[config.mk]
export PLATFORM = sky130hd
export DESIGN_NAME = q2_i2c_master_flat
export DESIGN_NICKNAME = d
export VERILOG_FILES = /design/src/rtl/q2_i2c_pkg.sv /design/src/rtl/q2_i2c_master_if.sv /design/src/rtl/q2_i2c_phase_gen.sv /design/src/rtl/q2_i2c_master.sv /design/src/flat_wrapper.sv
export SDC_FILE = /design/constraint.sdc
export NUM_CORES = 1
export LEC_CHECK = 0
export ABC_AREA = 1
export CAP_MARGIN = 20
export CORE_MARGIN = 2
export CORE_UTILIZATION = 25
export DETAILED_ROUTE_END_ITERATION = 7
export RECOVER_POWER = 25
export SLEW_MARGIN = 20
export SYNTH_ARGS = -nofsm -noshare
export SYNTH_HDL_FRONTEND = slang
export SYNTH_HIERARCHICAL = 1
export SYNTH_SLANG_ARGS = --single-unit
[constraint.sdc]
create_clock -name clk -period 2 [get_ports clk]
set_input_delay 0.6 -clock clk [delete_from_list [all_inputs] [get_ports clk]]
set_output_delay 0.6 -clock clk [all_outputs]
set_load 0.03 [all_outputs]
[src/rtl/q2_i2c_pkg.sv]
// Shared constants and types for the Q2 I2C master: opcodes, FSM/phase enums, status bits.
package q2_i2c_pkg;

  localparam logic [3:0] OP_START = 4'b0001;
  localparam logic [3:0] OP_STOP  = 4'b0010;
  localparam logic [3:0] OP_WRITE = 4'b0100;
  localparam logic [3:0] OP_READ  = 4'b1000;

  typedef enum logic [2:0] {ST_IDLE, ST_START, ST_STOP, ST_DATA, ST_ACK} state_t;
  typedef enum logic [1:0] {P0, P1, P2, P3} phase_t;

  localparam int STAT_BUSY = 11;
  localparam int STAT_NACK = 10;
  localparam int STAT_ERR  = 9;

endpackage

[src/rtl/q2_i2c_master_if.sv]
// CPU command/status bus and I2C pin bundle for the Q2 I2C master.
interface q2_i2c_master_if;
  logic        wr;
  logic        rd;
  logic [11:0] din;
  logic [11:0] dout;
  logic        busy;
  logic        i2c_scl_out;
  logic        i2c_sda_out;
  logic        i2c_sda_in;
  logic        i2c_scl_in;

  modport master (
    input  wr, rd, din, i2c_sda_in, i2c_scl_in,
    output dout, busy, i2c_scl_out, i2c_sda_out
  );

  modport slave (
    output wr, rd, din, i2c_sda_in, i2c_scl_in,
    input  dout, busy, i2c_scl_out, i2c_sda_out
  );
endinterface

[src/rtl/q2_i2c_phase_gen.sv]
// Quarter-bit timing: CLK_DIV clocks per phase, four phases per bus step.
// A stall holds the counter at its terminal count, stretching the current phase.
module q2_i2c_phase_gen
  import q2_i2c_pkg::*;
#(
  parameter int CLK_DIV = 4
) (
  input  logic   clk,
  input  logic   rst,
  input  logic   run,
  input  logic   stall,
  output phase_t phase,
  output logic   phase_done
);

  localparam int CW = (CLK_DIV > 1) ? $clog2(CLK_DIV) : 1;
  localparam logic [CW-1:0] TERM = CW'(CLK_DIV - 1);

  logic [CW-1:0] cnt;

  assign phase_done = run && (cnt == TERM) && !stall;

  always_ff @(posedge clk) begin
    if (rst || !run) begin
      cnt   <= '0;
      phase <= P0;
    end else if (phase_done) begin
      cnt   <= '0;
      phase <= phase_t'(phase + 2'd1);
    end else if (cnt != TERM) begin
      cnt <= cnt + 1'b1;
    end
  end

endmodule

[src/rtl/q2_i2c_master.sv]
// Q2 I2C master: one CPU command word per bus event (START/STOP/WRITE/READ).
// Optional slave clock stretching is enabled with `define I2C_CLOCK_STRETCH_EN.
module q2_i2c_master
  import q2_i2c_pkg::*;
#(
  parameter int CLK_DIV = 4
) (
  input logic             clk,
  input logic             rst,
  q2_i2c_master_if.master bus
);

  state_t      state, state_nx;
  phase_t      phase;
  logic        phase_done, step_done, stall, busy;
  logic        scl_q, sda_q, scl_o, sda_o;
  logic [2:0]  bit_cnt;
  logic [7:0]  shreg, rdata;
  logic        is_read, ack_bit, nack, err;
  logic [3:0]  op;
  logic        op_valid, accept, cmd_err;
  logic [11:0] status;

  assign op        = bus.din[11:8];
  assign busy      = (state != ST_IDLE);
  assign op_valid  = op inside {OP_START, OP_STOP, OP_WRITE, OP_READ};
  assign accept    = bus.wr && !busy && op_valid;
  assign cmd_err   = bus.wr && (busy || !op_valid);
  assign step_done = phase_done && (phase == P3);

`ifdef I2C_CLOCK_STRETCH_EN
  assign stall = scl_o && !bus.i2c_scl_in;
`else
  logic unused_scl_in;
  assign stall         = 1'b0;
  assign unused_scl_in = bus.i2c_scl_in;
`endif

  q2_i2c_phase_gen #(.CLK_DIV(CLK_DIV)) u_phase (
    .clk        (clk),
    .rst        (rst),
    .run        (busy),
    .stall      (stall),
    .phase      (phase),
    .phase_done (phase_done)
  );

  always_ff @(posedge clk) begin
    if (rst) state <= ST_IDLE;
    else     state <= state_nx;
  end

  // Pin levels are decoded from state/phase; scl_q/sda_q carry levels held between steps.
  always_comb begin
    state_nx = state;
    scl_o    = scl_q;
    sda_o    = sda_q;
    case (state)
      ST_IDLE: begin
        if (accept) begin
          case (op)
            OP_START: state_nx = ST_START;
            OP_STOP:  state_nx = ST_STOP;
            default:  state_nx = ST_DATA;
          endcase
        end
      end
      ST_START: begin
        case (phase)
          P0:      sda_o = 1'b1;
          P1:      begin scl_o = 1'b1; sda_o = 1'b1; end
          P2:      begin scl_o = 1'b1; sda_o = 1'b0; end
          default: begin scl_o = 1'b0; sda_o = 1'b0; end
        endcase
        if (step_done) state_nx = ST_IDLE;
      end
      ST_STOP: begin
        case (phase)
          P0:      sda_o = 1'b0;
          P1:      begin scl_o = 1'b1; sda_o = 1'b0; end
          default: begin scl_o = 1'b1; sda_o = 1'b1; end
        endcase
        if (step_done) state_nx = ST_IDLE;
      end
      ST_DATA: begin
        scl_o = (phase == P1) || (phase == P2);
        sda_o = is_read ? 1'b1 : shreg[7];
        if (step_done && bit_cnt == 3'd7) state_nx = ST_ACK;
      end
      ST_ACK: begin
        scl_o = (phase == P1) || (phase == P2);
        sda_o = is_read ? ack_bit : 1'b1;
        if (step_done) state_nx = ST_IDLE;
      end
      default: state_nx = ST_IDLE;
    endcase
  end

  always_ff @(posedge clk) begin
    if (rst) begin
      scl_q   <= 1'b1;
      sda_q   <= 1'b1;
      nack    <= 1'b0;
      err     <= 1'b0;
      rdata   <= '0;
      bit_cnt <= '0;
    end else begin
      scl_q <= scl_o;
      sda_q <= sda_o;
      if (cmd_err)     err <= 1'b1;
      else if (bus.rd) err <= 1'b0;
      if (accept)                              bit_cnt <= '0;
      else if (state == ST_DATA && step_done) bit_cnt <= bit_cnt + 3'd1;
      if (state == ST_ACK && phase_done && phase == P2 && !is_read) nack <= bus.i2c_sda_in;
      if (state == ST_ACK && step_done && is_read) begin
        rdata <= shreg;
        nack  <= 1'b0;
      end
    end
  end

  // Write bits leave MSB first after p3; read bits enter at the end of p2.
  always_ff @(posedge clk) begin
    if (accept) begin
      shreg   <= bus.din[7:0];
      is_read <= (op == OP_READ);
      ack_bit <= bus.din[0];
    end else if (state == ST_DATA && phase_done) begin
      if (is_read && phase == P2)       shreg <= {shreg[6:0], bus.i2c_sda_in};
      else if (!is_read && phase == P3) shreg <= {shreg[6:0], 1'b0};
    end
  end

  always_comb begin
    status            = '0;
    status[STAT_BUSY] = busy;
    status[STAT_NACK] = nack;
    status[STAT_ERR]  = err;
    status[7:0]       = rdata;
  end

  assign bus.dout        = status;
  assign bus.busy        = busy;
  assign bus.i2c_scl_out = scl_o;
  assign bus.i2c_sda_out = sda_o;

endmodule

[src/flat_wrapper.sv]
// flat-port wrapper written by rule: the top's interface ports become plain ports
module q2_i2c_master_flat import q2_i2c_pkg::*;
#(
  parameter int CLK_DIV = 4
)
  (clk, rst, bus_wr, bus_rd, bus_din, bus_i2c_sda_in, bus_i2c_scl_in, bus_dout, bus_busy, bus_i2c_scl_out, bus_i2c_sda_out);
  q2_i2c_master_if bus_i ();
  input logic clk;
  input logic rst;
  input wire logic [$bits(bus_i.wr)-1:0] bus_wr;
  input wire logic [$bits(bus_i.rd)-1:0] bus_rd;
  input wire logic [$bits(bus_i.din)-1:0] bus_din;
  input wire logic [$bits(bus_i.i2c_sda_in)-1:0] bus_i2c_sda_in;
  input wire logic [$bits(bus_i.i2c_scl_in)-1:0] bus_i2c_scl_in;
  output wire logic [$bits(bus_i.dout)-1:0] bus_dout;
  output wire logic [$bits(bus_i.busy)-1:0] bus_busy;
  output wire logic [$bits(bus_i.i2c_scl_out)-1:0] bus_i2c_scl_out;
  output wire logic [$bits(bus_i.i2c_sda_out)-1:0] bus_i2c_sda_out;
  assign bus_i.wr = bus_wr;
  assign bus_i.rd = bus_rd;
  assign bus_i.din = bus_din;
  assign bus_i.i2c_sda_in = bus_i2c_sda_in;
  assign bus_i.i2c_scl_in = bus_i2c_scl_in;
  assign bus_dout = bus_i.dout;
  assign bus_busy = bus_i.busy;
  assign bus_i2c_scl_out = bus_i.i2c_scl_out;
  assign bus_i2c_sda_out = bus_i.i2c_sda_out;
  q2_i2c_master #(.CLK_DIV(CLK_DIV)) u_core (.clk(clk), .rst(rst), .bus(bus_i));
endmodule
# Yosys cells after proc, flatten, opt, wreduce, memory -nomap -nowiden
# Index checks and enable logic that the tools add are counted.
dict set report totals {
  regBits 32
  inputBits 18
  output_inout_bits 15
  wordCells 88
}
dict set report op_classes {
  add_sub_neg 3
  eq_ne 17
  mux 19
  n_reduce_logical 37
}
# op count
set ops {}
lappend ops {{$mux W8} 4}
lappend ops {{$logic_and A1 B1 Y1} 15}
lappend ops {{$reduce_or A2 Y1} 6}
lappend ops {{$mux W3} 3}
lappend ops {{$pmux W3 S3} 1}
lappend ops {{$mux W1} 7}
lappend ops {{$eq A2 B2 Y1 const B} 3}
lappend ops {{$eq A3 B2 Y1 const B} 2}
lappend ops {{$eq A3 B3 Y1 const B} 2}
lappend ops {{$ne A2 B1 Y1 const B} 3}
lappend ops {{$reduce_bool A3 Y1} 2}
lappend ops {{$add A2 B1 Y2 const B} 2}
lappend ops {{$eq A4 B1 Y1 const B} 1}
lappend ops {{$eq A4 B2 Y1 const B} 1}
lappend ops {{$eq A4 B3 Y1 const B} 1}
lappend ops {{$eq A4 B4 Y1 const B} 1}
lappend ops {{$pmux W1 S4} 1}
lappend ops {{$pmux W2 S2} 1}
lappend ops {{$reduce_bool A2 Y1} 2}
lappend ops {{$reduce_bool A4 Y1} 1}
lappend ops {{$add A3 B1 Y3 const B} 1}
lappend ops {{$eq A3 B1 Y1 const B} 1}
lappend ops {{$logic_not A1 Y1} 3}
lappend ops {{$logic_not A3 Y1} 1}
lappend ops {{other kinds (9)} 11}

# Logic depth before layout (Yosys ltp)
dict set report logic_depth {
  word_depth 6
  mapped_depth 12
  depth_no_buf 12
}

# Modules after synthesis
# The synthesis kept the hierarchy.
# mod instances cells_each area_per_inst_um2 seq_area_each_um2
set by_module_without_submodules {}
lappend by_module_without_submodules {q2_i2c_master 1 191 1462.7 660.6}
lappend by_module_without_submodules {q2_i2c_phase_gen 1 27 197.7 80.1}

# Worst setup path after synthesis
# Ideal clock, no wire load.
dict set report synth_path {
  path_kind {flip-flop to flip-flop}
  startpoint {reg u_core.state[1]}
  endpoint {reg u_core.shreg[0] (enable)}
  setup_ns 0.384
  arrival_time_ns 1.726
  required_time_ns 1.616
  setup_slack_ns -0.110
  path_stages_with_launch 7
  n_path_buf 0
  period_less_slack_ns 2.110
  cell_sequence {dfxtp_1 > nor2_2 > nand2_1 > nand2_2 > nor2_4 > nand2_1 > o21ai_0}
}
dict set report synth_via {
  word_cells_on_any_way 10
  classes_between {eq/ne: 1; reduce/logical: 9}
}
# element line
set synth_rtl {}
lappend synth_rtl {{from (decl)} q2_i2c_master.sv:13} ;# state_t state, state_nx;
lappend synth_rtl {{from (signal assigned)} q2_i2c_master.sv:50} ;# else state <= state_nx;
lappend synth_rtl {{$reduce_bool A3 Y1} q2_i2c_master.sv:25} ;# assign busy = (state != ST_IDLE);
lappend synth_rtl {{net bus_busy} flat_wrapper.sv:16} ;# output wire logic [$bits(bus_i.busy)-1:0] bus_busy;
lappend synth_rtl {{$logic_and A1 B1 Y1} q2_i2c_phase_gen.sv:21} ;# assign phase_done = run && (cnt == TERM) && !stall;
lappend synth_rtl {{net u_core.phase_done} q2_i2c_master.sv:15} ;# logic phase_done, step_done, stall, busy;
lappend synth_rtl {{$logic_and A1 B1 Y1} q2_i2c_master.sv:128} ;# end else if (state == ST_DATA && phase_done) begin
lappend synth_rtl {{$reduce_bool A2 Y1 (no source line)} n/a}
lappend synth_rtl {{$reduce_and A2 Y1 (no source line)} n/a}
lappend synth_rtl {{to (signal assigned)} q2_i2c_master.sv:125} ;# shreg <= bus.din[7:0];
lappend synth_rtl {{to (signal assigned)} q2_i2c_master.sv:129} ;# if (is_read && phase == P2) shreg <= {shreg[6:0], bus.i2c_sda_in};
lappend synth_rtl {{to (signal assigned)} q2_i2c_master.sv:130} ;# else if (!is_read && phase == P3) shreg <= {shreg[6:0], 1'b0};
lappend synth_rtl {{to (decl)} q2_i2c_master.sv:18} ;# logic [7:0] shreg, rdata;
# The timed path passes the listed nets, and every way through them passes these cells.
# A chain may end at the register's enable or synchronous reset.

# Worst setup path in the final report
dict set report layout_path {
  startpoint {reg u_core.u_phase.phase[1]}
  endpoint {out bus_i2c_scl_out}
}
dict set report layout_via {
  elab_chain_cells 4
  word_cells_on_any_way 8
  classes_between {eq/ne: 2; mux: 3; reduce/logical: 3}
}
# element line
set layout_lines {}
lappend layout_lines {{from (decl)} q2_i2c_phase_gen.sv:12} ;# output phase_t phase,
lappend layout_lines {{from (signal assigned)} q2_i2c_phase_gen.sv:29} ;# phase <= phase_t'(phase + 2'd1);
lappend layout_lines {{$eq A2 B2 Y1 or $eq A2 B1 Y1 (tied branches)} {q2_i2c_master.sv:69, q2_i2c_master.sv:86, q2_i2c_master.sv:91}}
lappend layout_lines {{$reduce_or A2 Y1 (no source line)} n/a}
lappend layout_lines {{$pmux W1 S2} q2_i2c_master.sv:69} ;# case (phase)
lappend layout_lines {{$pmux W1 S3 (*)} q2_i2c_master.sv:58} ;# case (state)
lappend layout_lines {{to (decl)} flat_wrapper.sv:17} ;# output wire logic [$bits(bus_i.i2c_scl_out)-1:0] bus_i2c_scl_out;
# Mark *: on every way between the ends. The rest lies on a longest branch, timed or not.

==> flow_summary.yaml <==
status:
  outcome: "finished, violations left"
  violations: "setup timing"
die:
  die-area_um2: 7310
  die_w_um: 85.5
  coreArea_um2: 6390
  io_pins: 33
  start_util_pct: 26.0
  rows: 29
  die_h_um: 85.5
finish:
  layoutNonFillerInstCount: 350
  nets: 298
  final_cell_area_um2: 2350
  area_growth_pct: 41.3
  final_util_pct: 36.7
  filler_cell_count: 663
  layout_common_cells: "nand2_1 (53), nor2_1 (35), clkdlybuf4s50_1 (25)"
  layout-drive-gt1-share_pct: 21.2
  diodes: 0
  multi_input_area_um2: 851
  seqCellArea_um2: 747
  mostFrequentLayoutCell: "nand2_1"
worst_setup_path:
  worstPathRequired_ns: 1.40
  start_kind: "flip-flop"
  critPathCaptureType: "primary output"
  cp.arrival_ns: 1.56
  reg2reg_from: "u_core/state[1]"
  worst-r2r-setup-slack_ns: 0.28
  r2r_cells: 13
  setup.worst_path.class: "reg -> out"
  rr_endpoint: "u_core/state[2]"
  critPathMaxFanout: 2
synth:
  synth.distinct_cells: 29
  synth_flop_cell: "dfxtp_1"
  synth-edff-count: 10
  avgSynthCellArea_um2: 7.62
  ys_ff_latch: 32
  synth_area_um2: 1660
  synthArstFlopShare_pct: 0
  synth_warnings: 6
  synthCells: 218
  seq_area_frac_synth_pct: 44.6
power_and_ir_drop:
  p_leak_nw: 1.08
  finalPower_mw: 2.68
  ir_drop_uv: 547
  power.density_nw_per_um2: 1140
sta:
  finalCriticalPeriod_ns: 2.16
  hold_ws_ns: 0.468
  skew_ns: 0.00327
  report.final.slew_viol_count: 0
  final-setup-viol-count: 2
  timing.fmax_mhz: 462
  setup_ws_ns: -0.163
  period_share_pct: 108
  rsz0062_at_grt: "yes"
  hold_viol: 0
  setup-tns-final_ns: -0.298
route:
  drtIter0Drc: 84
  routed_via_density: 4.23
  avgRoutedWirePerCell_um: 10.5
  drc: 0
  routed_wl_um: 3670
  vias: 1482
  drt-pass1-iter-count: 4
  ant_nets: 0
clocking:
  h-tree-depth: 2
  cts_buffer_depth: 2
  numCtsBuffers: 5
  cts_root_buf: "clkbuf_8"
  clock_latency_ns: 0.29
  clkSlewWorstSetupHoldPaths_ns: 0.07
  numClockSinks: 32
  cts_tree: "yes"
placement:
  dp_cells: 340
  dp_hpwl_um: 2820
  place_congestion: 0.750
  place_ws_ns: -0.244
  place_area_um2: 2180
  port_buffers: 30
grt:
  grt_pass1_wl_um: 6170
  grt_overflow: 0
  grtUsageTotal_pct: 10.7
  antenna_found_initial: 0
  grt_max_degree: 15
  grt_pass1_vias: 1408
min_path:
  hp-class: "reg -> reg"
  holdPathEnd: "u_core/err"
  min-delay-start: "u_core/err"
  hold_depth: 2
run:
  drv_cap: 0
==> sequential cells by signal (all words and copies together), names as in the netlist <==
signal and count:
u_core/ack_bit 1, u_core/bit_cnt 3, u_core/err 1, u_core/is_read 1, u_core/nack 1, u_core/rdata 8, u_core/scl_q 1, u_core/sda_q 1
u_core/shreg 8, u_core/state 3, u_core/u_phase/cnt 2, u_core/u_phase/phase 2
==> Yosys cell counts, types with 2 or more instances <==
cell type | instances | area, um^2
o21ai_0 | 15 | 75.1
dfxtp_1 | 22 | 440
a21oi_1 | 11 | 55.1
xor2_1 | 2 | 17.5
inv_1 | 22 | 82.6
nand2_2 | 4 | 25.0
nand3_1 | 8 | 40.0
nor2_1 | 37 | 139
nor2_2 | 2 | 12.5
edfxtp_1 | 10 | 300
nand4_1 | 2 | 12.5
buf_4 | 5 | 37.5
nand2_1 | 54 | 203
ha_1 | 8 | 100
inv_2 | 2 | 7.51
==> layer usage <==
layer / part of all wire [%] / global-route usage (%)
met1: 46 / 13.4
met4: 1.7 / 3.90
met3: 3.6 / 2.98
met2: 48 / 17.6
met5: 0 / 0
==> area by class of cell <==
| type | count | share of cell area, % |
|---|---|---|
| clock buffer | 6 | 3.09 |
| clock inverter | 2 | 0.480 |
| inverter | 25 | 4.00 |
| multi-input combinational | 158 | 36.3 |
| sequential | 32 | 31.8 |
| tap | 77 | 4.11 |
| timing repair buffer | 50 | 20.2 |
==> worst max path at each step <==
stage | from | to | slack, ns | cells after the start
final | u_core/u_phase/phase[1] | bus_i2c_scl_out | -0.16 | 6
after global routing | u_core/u_phase/phase[0] | bus_i2c_sda_out | -0.25 | 8
after CTS | u_core/u_phase/phase[0] | bus_i2c_scl_out | -0.19 | 5
after detailed placement | bus_din[9] | u_core/shreg[4] | -0.24 | 11
after global placement | bus_din[10] | u_core/shreg[0] | -0.22 | 11
after floorplan | u_core/u_phase/phase[0] | bus_i2c_scl_out | 0.006 | 5
==> critical path, stage by stage (launching register included) <==
cell	delay [ns]
dfxtp_2	0.33
inv_2	0.06
ha_4	0.28
a21oi_2	0.03
or2_4	0.23
o211ai_4	0.19
buf_12	0.15
==> logic make-up after synthesis <==
group                    share of synthesized area (%)
adder cells (fa/ha/maj)                           6.03
multiplexers                                     0.603
flip-flops                                        44.6
AND/OR/NAND/NOR                                   29.4
buffers and inverters                             8.21
other                                            0.226
AO/OA/AOI/OAI                                     9.87
XOR/XNOR                                          1.06
==> what timing repair did <==
action | 4_1_cts | 5_1_grt
hold buffers | 0 | 0
buffers inserted | 0 | 2
resized for setup | 11 | 12
setup endpoints to repair | 3 | 20
pin swaps | 3 | 6
==> report_power, final <==
group          switching (mW)  internal, mW  total (mW)
Sequential             0.0660         0.768       0.834
Clock                   0.250         0.241       0.491
Combinational           0.787         0.570        1.36
Total                    1.10          1.58        2.68
Note: power is estimated with default switching activity, not from simulation.
